==> config.mk <==
export PLATFORM = sky130hd
export DESIGN_NAME = count_capture_fifo
export DESIGN_NICKNAME = d
export VERILOG_FILES = /design/src/rtl/count_capture_fifo.sv
export SDC_FILE = /design/constraint.sdc
export NUM_CORES = 1
export LEC_CHECK = 0
export BUFFER_PORTS_ARGS = -buffer_cell sky130_fd_sc_hd__buf_4
export CORE_AREA = 2 2 74 76
export CTS_CLUSTER_SIZE = 10
export DETAILED_ROUTE_END_ITERATION = 8
export DIE_AREA = 0 0 76 78
export PLACE_DENSITY_LB_ADDON = 0.08
export SYNTH_ARGS = -nofsm -noshare
export SYNTH_HDL_FRONTEND = slang
export SYNTH_SLANG_ARGS = --single-unit
==> constraint.sdc <==
create_clock -name CLK -period 2.2 [get_ports CLK]
set_input_delay 0.44 -clock CLK [delete_from_list [all_inputs] [get_ports CLK]]
set_output_delay 0.44 -clock CLK [all_outputs]
set_load 0.01 [all_outputs]
==> src/rtl/count_capture_fifo.sv <==
// count_capture_fifo
//   Resynchronises the ripple counter's NUM bus, accepts a value only after
//   two identical consecutive samples, and pushes each new distinct value into
//   a first-word-fall-through FIFO of 2**ADDR_W 4-bit entries.
//   Optional feature macro: COUNT_FIFO_DROP_COUNT_EN adds a saturating DROPS
//   counter output. Without it the DROPS port does not exist.
//
//   Read handshake: DOUT is the head entry whenever EMPTY=0 (EMPTY acts as the
//   inverse of valid). A pop happens at the rising edge where RD_EN=1 and
//   EMPTY=0; RD_EN while EMPTY=1 is ignored without error.
module count_capture_fifo #(
    parameter int ADDR_W = 3
) (
    input  logic              CLK,
    input  logic              CLEAR_BAR,
    input  logic [3:0]        NUM,
    input  logic              RD_EN,
    output logic [3:0]        DOUT,
    output logic              EMPTY,
    output logic              FULL,
    output logic [ADDR_W:0]   LEVEL,
    output logic              OVERFLOW
`ifdef COUNT_FIFO_DROP_COUNT_EN
    ,
    output logic [3:0]        DROPS
`endif
);

    localparam int DEPTH = 1 << ADDR_W;

    logic [3:0]      sync1_q, sync1_d;
    logic [3:0]      sync2_q, sync2_d;
    logic [3:0]      prev_q, prev_d;
    logic [3:0]      last_cap_q, last_cap_d;
    logic [ADDR_W:0] wptr_q, wptr_d;
    logic [ADDR_W:0] rptr_q, rptr_d;
    logic [3:0]      mem_q [DEPTH];
    logic [3:0]      mem_d [DEPTH];
    logic            overflow_q, overflow_d;
`ifdef COUNT_FIFO_DROP_COUNT_EN
    logic [3:0]      drops_q, drops_d;
`endif

    logic stable;
    logic capture;
    logic pop;
    logic push;
    logic drop;
    logic empty;
    logic full;

    // Status derived from the registered pointers and the sampling chain
    always_comb begin
        empty   = (wptr_q == rptr_q);
        full    = (wptr_q[ADDR_W] != rptr_q[ADDR_W]) &&
                  (wptr_q[ADDR_W-1:0] == rptr_q[ADDR_W-1:0]);
        stable  = (sync2_q == prev_q);
        capture = stable && (sync2_q != last_cap_q);
        pop     = RD_EN && !empty;
        push    = capture && (!full || pop);
        drop    = capture && full && !pop;
    end

    // Next-state: sampling chain, capture tracking, FIFO storage and pointers
    always_comb begin
        sync1_d    = NUM;
        sync2_d    = sync1_q;
        prev_d     = sync2_q;
        last_cap_d = last_cap_q;
        wptr_d     = wptr_q;
        rptr_d     = rptr_q;
        mem_d      = mem_q;
        overflow_d = overflow_q;
        // A captured value is consumed even when it is dropped, so it is never retried.
        if (capture) begin
            last_cap_d = sync2_q;
        end
        if (push) begin
            mem_d[wptr_q[ADDR_W-1:0]] = sync2_q;
            wptr_d = wptr_q + (ADDR_W+1)'(1);
        end
        if (pop) begin
            rptr_d = rptr_q + (ADDR_W+1)'(1);
        end
        if (drop) begin
            overflow_d = 1'b1;
        end
    end

`ifdef COUNT_FIFO_DROP_COUNT_EN
    // Saturating count of discarded captures
    always_comb begin
        drops_d = drops_q;
        if (drop && (drops_q != 4'hF)) begin
            drops_d = drops_q + 4'd1;
        end
    end

    // Drop counter register, cleared only by CLEAR_BAR
    always_ff @(posedge CLK or negedge CLEAR_BAR) begin
        if (!CLEAR_BAR) begin
            drops_q <= 4'h0;
        end else begin
            drops_q <= drops_d;
        end
    end

    assign DROPS = drops_q;
`endif

    // State registers; CLEAR_BAR wipes everything immediately
    always_ff @(posedge CLK or negedge CLEAR_BAR) begin
        if (!CLEAR_BAR) begin
            sync1_q    <= 4'h0;
            sync2_q    <= 4'h0;
            prev_q     <= 4'h0;
            last_cap_q <= 4'h0;
            wptr_q     <= '0;
            rptr_q     <= '0;
            overflow_q <= 1'b0;
            for (int i = 0; i < DEPTH; i++) begin
                mem_q[i] <= 4'h0;
            end
        end else begin
            sync1_q    <= sync1_d;
            sync2_q    <= sync2_d;
            prev_q     <= prev_d;
            last_cap_q <= last_cap_d;
            wptr_q     <= wptr_d;
            rptr_q     <= rptr_d;
            overflow_q <= overflow_d;
            mem_q      <= mem_d;
        end
    end

    // Output mapping; DOUT reads as zero while empty
    always_comb begin
        EMPTY    = empty;
        FULL     = full;
        LEVEL    = wptr_q - rptr_q;
        OVERFLOW = overflow_q;
        DOUT     = empty ? 4'h0 : mem_q[rptr_q[ADDR_W-1:0]];
    end

endmodule

---- Word-level counts from Yosys, hierarchy flattened ----
Cells that the tools add are included.
cells by class
  order comparisons ....................... 3
  multiplexer cells ....................... 7
  equal/unequal tests ..................... 5
  bitwise operators ....................... 2
  reductions and logical operators ........ 11
  add/subtract/negate cells ............... 3
operators with widths
  operator             number
  $bwmux 32            1
  $mux 4               4
  $bmux 4 s3           1
  $demux 4 s3          1
  $add 4x1->4 const B  2
  $eq 4x4->1           2
  $ge 4x4->1 const B   2
  $not 3->4            2
  $logic_and 1x1->1    7
  $lt 4x1->1 const B   1
  $ne 4x4->1           1
  $sub 4x4->4          1
  $eq 3x3->1           1
  $logic_not 1->1      3
  $logic_or 1x1->1     1
  $ne 1x1->1           1
storage, ports and cells
  logic and storage cells ................. 46
  register bits after elaboration ......... 57

---- Logic depth before layout (Yosys ltp) ----
  depth after elaboration ................. 6
  gate-level depth with buffers ........... 10
  mapped depth without buffers ............ 7

---- Least setup slack after synthesis ----
Ideal clock, no wire load.
  path type ............................... register -> register
  from .................................... register rptr_q[1]
  to ...................................... register mem_q[0] in the netlist's numbering
  setup time .............................. 0.125 ns
  path slack .............................. -0.141 ns
  stages on the path, launching flop included .. 11
  data arrival time ....................... 2.216 ns
  buffers on the path ..................... 3
  cell sequence ........................... dfrtp_1 clkbuf_1 inv_1 ha_1 nand3_1 and2b_1 nand2b_1 buf_6 and3_1 buf_6 mux2_4
between the ends
  longest elaborated chain between the ends .. 5
ends and longest elaborated chain
  item                      RTL line  source
  start: declaration        36        logic [ADDR_W:0] rptr_q, rptr_d;
  start signal: assignment  130       rptr_q <= rptr_d;
  $eq 3x3->1                56        (wptr_q[ADDR_W-1:0] == rptr_q[ADDR_W-1:0]);
  $logic_and 1x1->1         55        full = (wptr_q[ADDR_W] != rptr_q[ADDR_W]) &&
  net FULL                  20        output logic FULL,
  $logic_not 1->1           60        push = capture && (!full || pop);
  $logic_or 1x1->1          60
  $logic_and 1x1->1         60
  end signal: assignment    132       mem_q <= mem_d;
  end: declaration          37        logic [3:0] mem_q [DEPTH];
The timed path passes the listed nets, and every way through them passes these cells.
A chain may end at the register's enable or synchronous reset.

---- Final worst setup path ----
  from .................................... register rptr_q[0]
  to ...................................... output port DOUT[2]
between the ends
  longest elaborated chain between the ends .. 5
ends and longest elaborated chain
  item                                       RTL line  source
  $not 3->4 (not written as such)            142       DOUT = empty ? 4'h0 : mem_q[rptr_q[ADDR_W-1:0]];
  $bmux 4 s3                                 142
  $mux 4 (not written as such) (2 in a row)  142
  $mux 4 (*)                                 142
  end: declaration                           18        output logic [3:0] DOUT,
Every way passes the cells marked *; elsewhere a longest branch is shown, timed or not. The select of a mux whose other input is x is not followed.

==> results.ini <==
[cells_and_area]
nFillCells = 359
area_growth_pct = 23.0
seqCellArea_um2 = 1430
final_layout_size_suffix_gt1_share_pct = 37.8
final_util_pct = 64.8
nets = 238
antennaDiodeCount = 0
multi_input_area_um2 = 1180

[clock_tree]
cts_tree = done
ctsHtreeMaxLevel = 3
root_buffer = clkbuf_8
cts.sinks = 57
clkTransAtPathRegs_ns = 0.07
numCtsBuffers = 9
clock_latency_ns = 0.33
cts.path.max_buffers = 2

[sta]
period_needed_ns = 2.17
final.setup.worst_slack_ns = 0.0333
slew_viol_final = 0
fin_crit_sh_pct = 98.5
maxSlewHeadroom_pct = 53.3
fin_tns_setup_ns = 0
rsz0062_at_grt = true
final_hold_viol_count = 0
fin_skew_ns = 0.00814
tightest_slew_ns = 0.701
setup_viol = 0
fmaxAchievable_ghz = 0.462

[pwr]
power_density_nw_per_um2 = 1420
finalPower_mw = 4.65
p_leak_nw = 1.55
ir_drop_uv = 686

[grt]
grt_pass1_wl_mm = 8.65
grt_usage_pct = 19.4
grt_overflow = 0
grt_pass1_vias = 1689
antenna_found_initial = 0
grt_max_degree = 58

[floorplan]
dieArea_um2 = 5930
ios = 18
fp-row-count = 26
die_w_um = 76
core_area_um2 = 5040
initial_core_util_pct = 52.7
die_h_um = 78

[detailed_routing]
drtIter0Drc = 67
post-route-drc-count = 0
drtAntennaViolNets = 0
avgViaCountPerCell = 5.29
first_pass_iters = 4
dr_total_vias = 1587
avgRoutedWirePerCell_um = 17.0
wl_mm = 5.10

[setup_path]
crit_required_ns = 1.76
arrival_ns = 1.73
worstSetupStartpointType = register
critPathMaxFanout = 5
endpoint_kind = primary output
worstSetupPathType = register to primary output

[run_status]
outcome = finished clean

[placed_design]
dp_slack_ns = 0.149
io_buffers = 17
place_congestion = 0.829
hpwl_mm = 3.64

[synth]
syn_nets = 201
syn_avg_cell_area_um2 = 14.1
ys_ff_latch = 57
yosysSeqAreaShare_pct = 53.7
netlist_area_um2 = 2660
synthCells = 188
yosysWarnings = 0
ys_types = 31

[min_path]
holdCritPathClass = primary input to async pin

[job]
maxCapViolations = 0

-- cells in the final DEF (no fill, tap or decap), types with 3 or more instances in the layout --
cell      instances
a21oi_2           4
and3_1            5
buf_4            35
clkbuf_8         11
dfrtp_1          56
ha_1              3
inv_1             6
mux2_1           33
mux2_4            4
mux4_2            8
nand2_1           5
nand2_2           6
nor2_1            5
xnor2_1           8
xor2_1            9
-- registers in the layout (all words and copies together) (netlist names) --
signal and cells:
rptr_q 4, prev_q 4, sync1_q 4, mem_q 32, OVERFLOW 1, prev_d 4
last_cap_q 4, wptr_q 4
-- cell families (layout without fill, tap and decap cells) --
family          Yosys count  count (layout)  synth area share (%)
fa+ha+maj                 6               6                  3.11
buf+inv                  19              61                  3.82
mux                      45              45                  23.0
simple gates             36              36                  9.00
compound gates            8               8                  1.70
xor+xnor                 17              17                  5.61
flops                    57              57                  53.7
-- power breakdown --
group	leakage, nW	switching (mW)	internal, mW	total (mW)
Clock	0.109	0.401	0.700	1.10
Sequential	0.721	0.204	1.37	1.58
Combinational	0.715	0.917	1.06	1.97
Total	1.55	1.52	3.13	4.65
-- metal layers --
metal  part of all wire, %  wire length [µm]  track usage, %
met1                    46              2330            25.2
met2                    50              2530            31.8
met3                   2.9               147            3.84
met4                   1.7                87            9.27
met5                     0                 0               0
-- cell type report --
type                    count  share of cell area, %
well taps                  70                   2.68
clock inverters             4                   2.30
clock buffers              12                   4.75
repair buffers             37                   9.43
flip-flops and latches     57                   43.7
inverters                   8                  0.920
multi-input cells         112                   36.2
-- cell usage after synthesis (all sizes together) --
cell	number	area (µm²)
a21o	1	7.51
a21oi	5	25.0
and2	1	6.26
and2b	1	7.51
and3	5	31.3
and4	2	22.5
buf	9	63.8
clkbuf	2	7.51
dfrtp	57	1430
fa	1	20.0
ha	5	62.6
inv	8	30.0
mux2	37	432
mux4	8	180
nand2	11	41.3
nand2b	1	6.26
nand3	3	25.0
nand4	4	55.1
nor2	6	25.0
nor2b	1	6.26
nor4	1	12.5
o21ai	1	5.00
o31ai	1	7.51
xnor2	8	70.1
xor2	9	78.8
-- stage by stage --
| stage | cells | cell area, µm² | hold WS [ns] |
|---|---|---|---|
| finish | 300 | 3270 | 0.156 |
| global route | 300 | 3270 | 0.199 |
| floorplan | 188 | 2660 | 0.144 |
| CTS | 297 | 3160 | 0.176 |
| global placement | 281 | 2930 | 0.334 |
| detailed placement | 281 | 2930 | 0.336 |
-- repair_timing --
item / 4_1_cts / 5_1_grt
endpoints found under the setup margin: 4 / 5
buffers inserted: 0 / 2
pin swaps: 0 / 6
cloned: 0 / 1
hold buffers: 0 / 0
resized for setup: 1 / 16
-- worst paths after layout --
check	startpoint	to	slack [ns]	depth (start not counted)
max	rptr_q[0]$_DFFE_PN0P_	DOUT[2]	0.03	5
min	CLEAR_BAR	last_cap_q[2]$_DFFE_PN0P_	0.16	1
max reg2reg	wptr_q[1]$_DFFE_PN0P_	mem_q[1]$_DFFE_PN0P_	0.17	6
max in group asynchronous	CLEAR_BAR	rptr_q[0]$_DFFE_PN0P_	1.56	1
min reg2reg	sync1_q[3]$_DFF_PN0_	prev_d[3]$_DFF_PN0_	0.35	0
min in group CLK	NUM[2]	sync1_q[2]$_DFF_PN0_	0.22	1
-- worst max-delay path, cell delays in order, from the launching register on --
cell and delay, ns:
dfrtp_2 0.45, clkbuf_16 0.18, mux4_2 0.49, nand2_1 0.09, a21oi_2 0.05, buf_4 0.14
No activity file was read; power rests on OpenSTA's default activity.
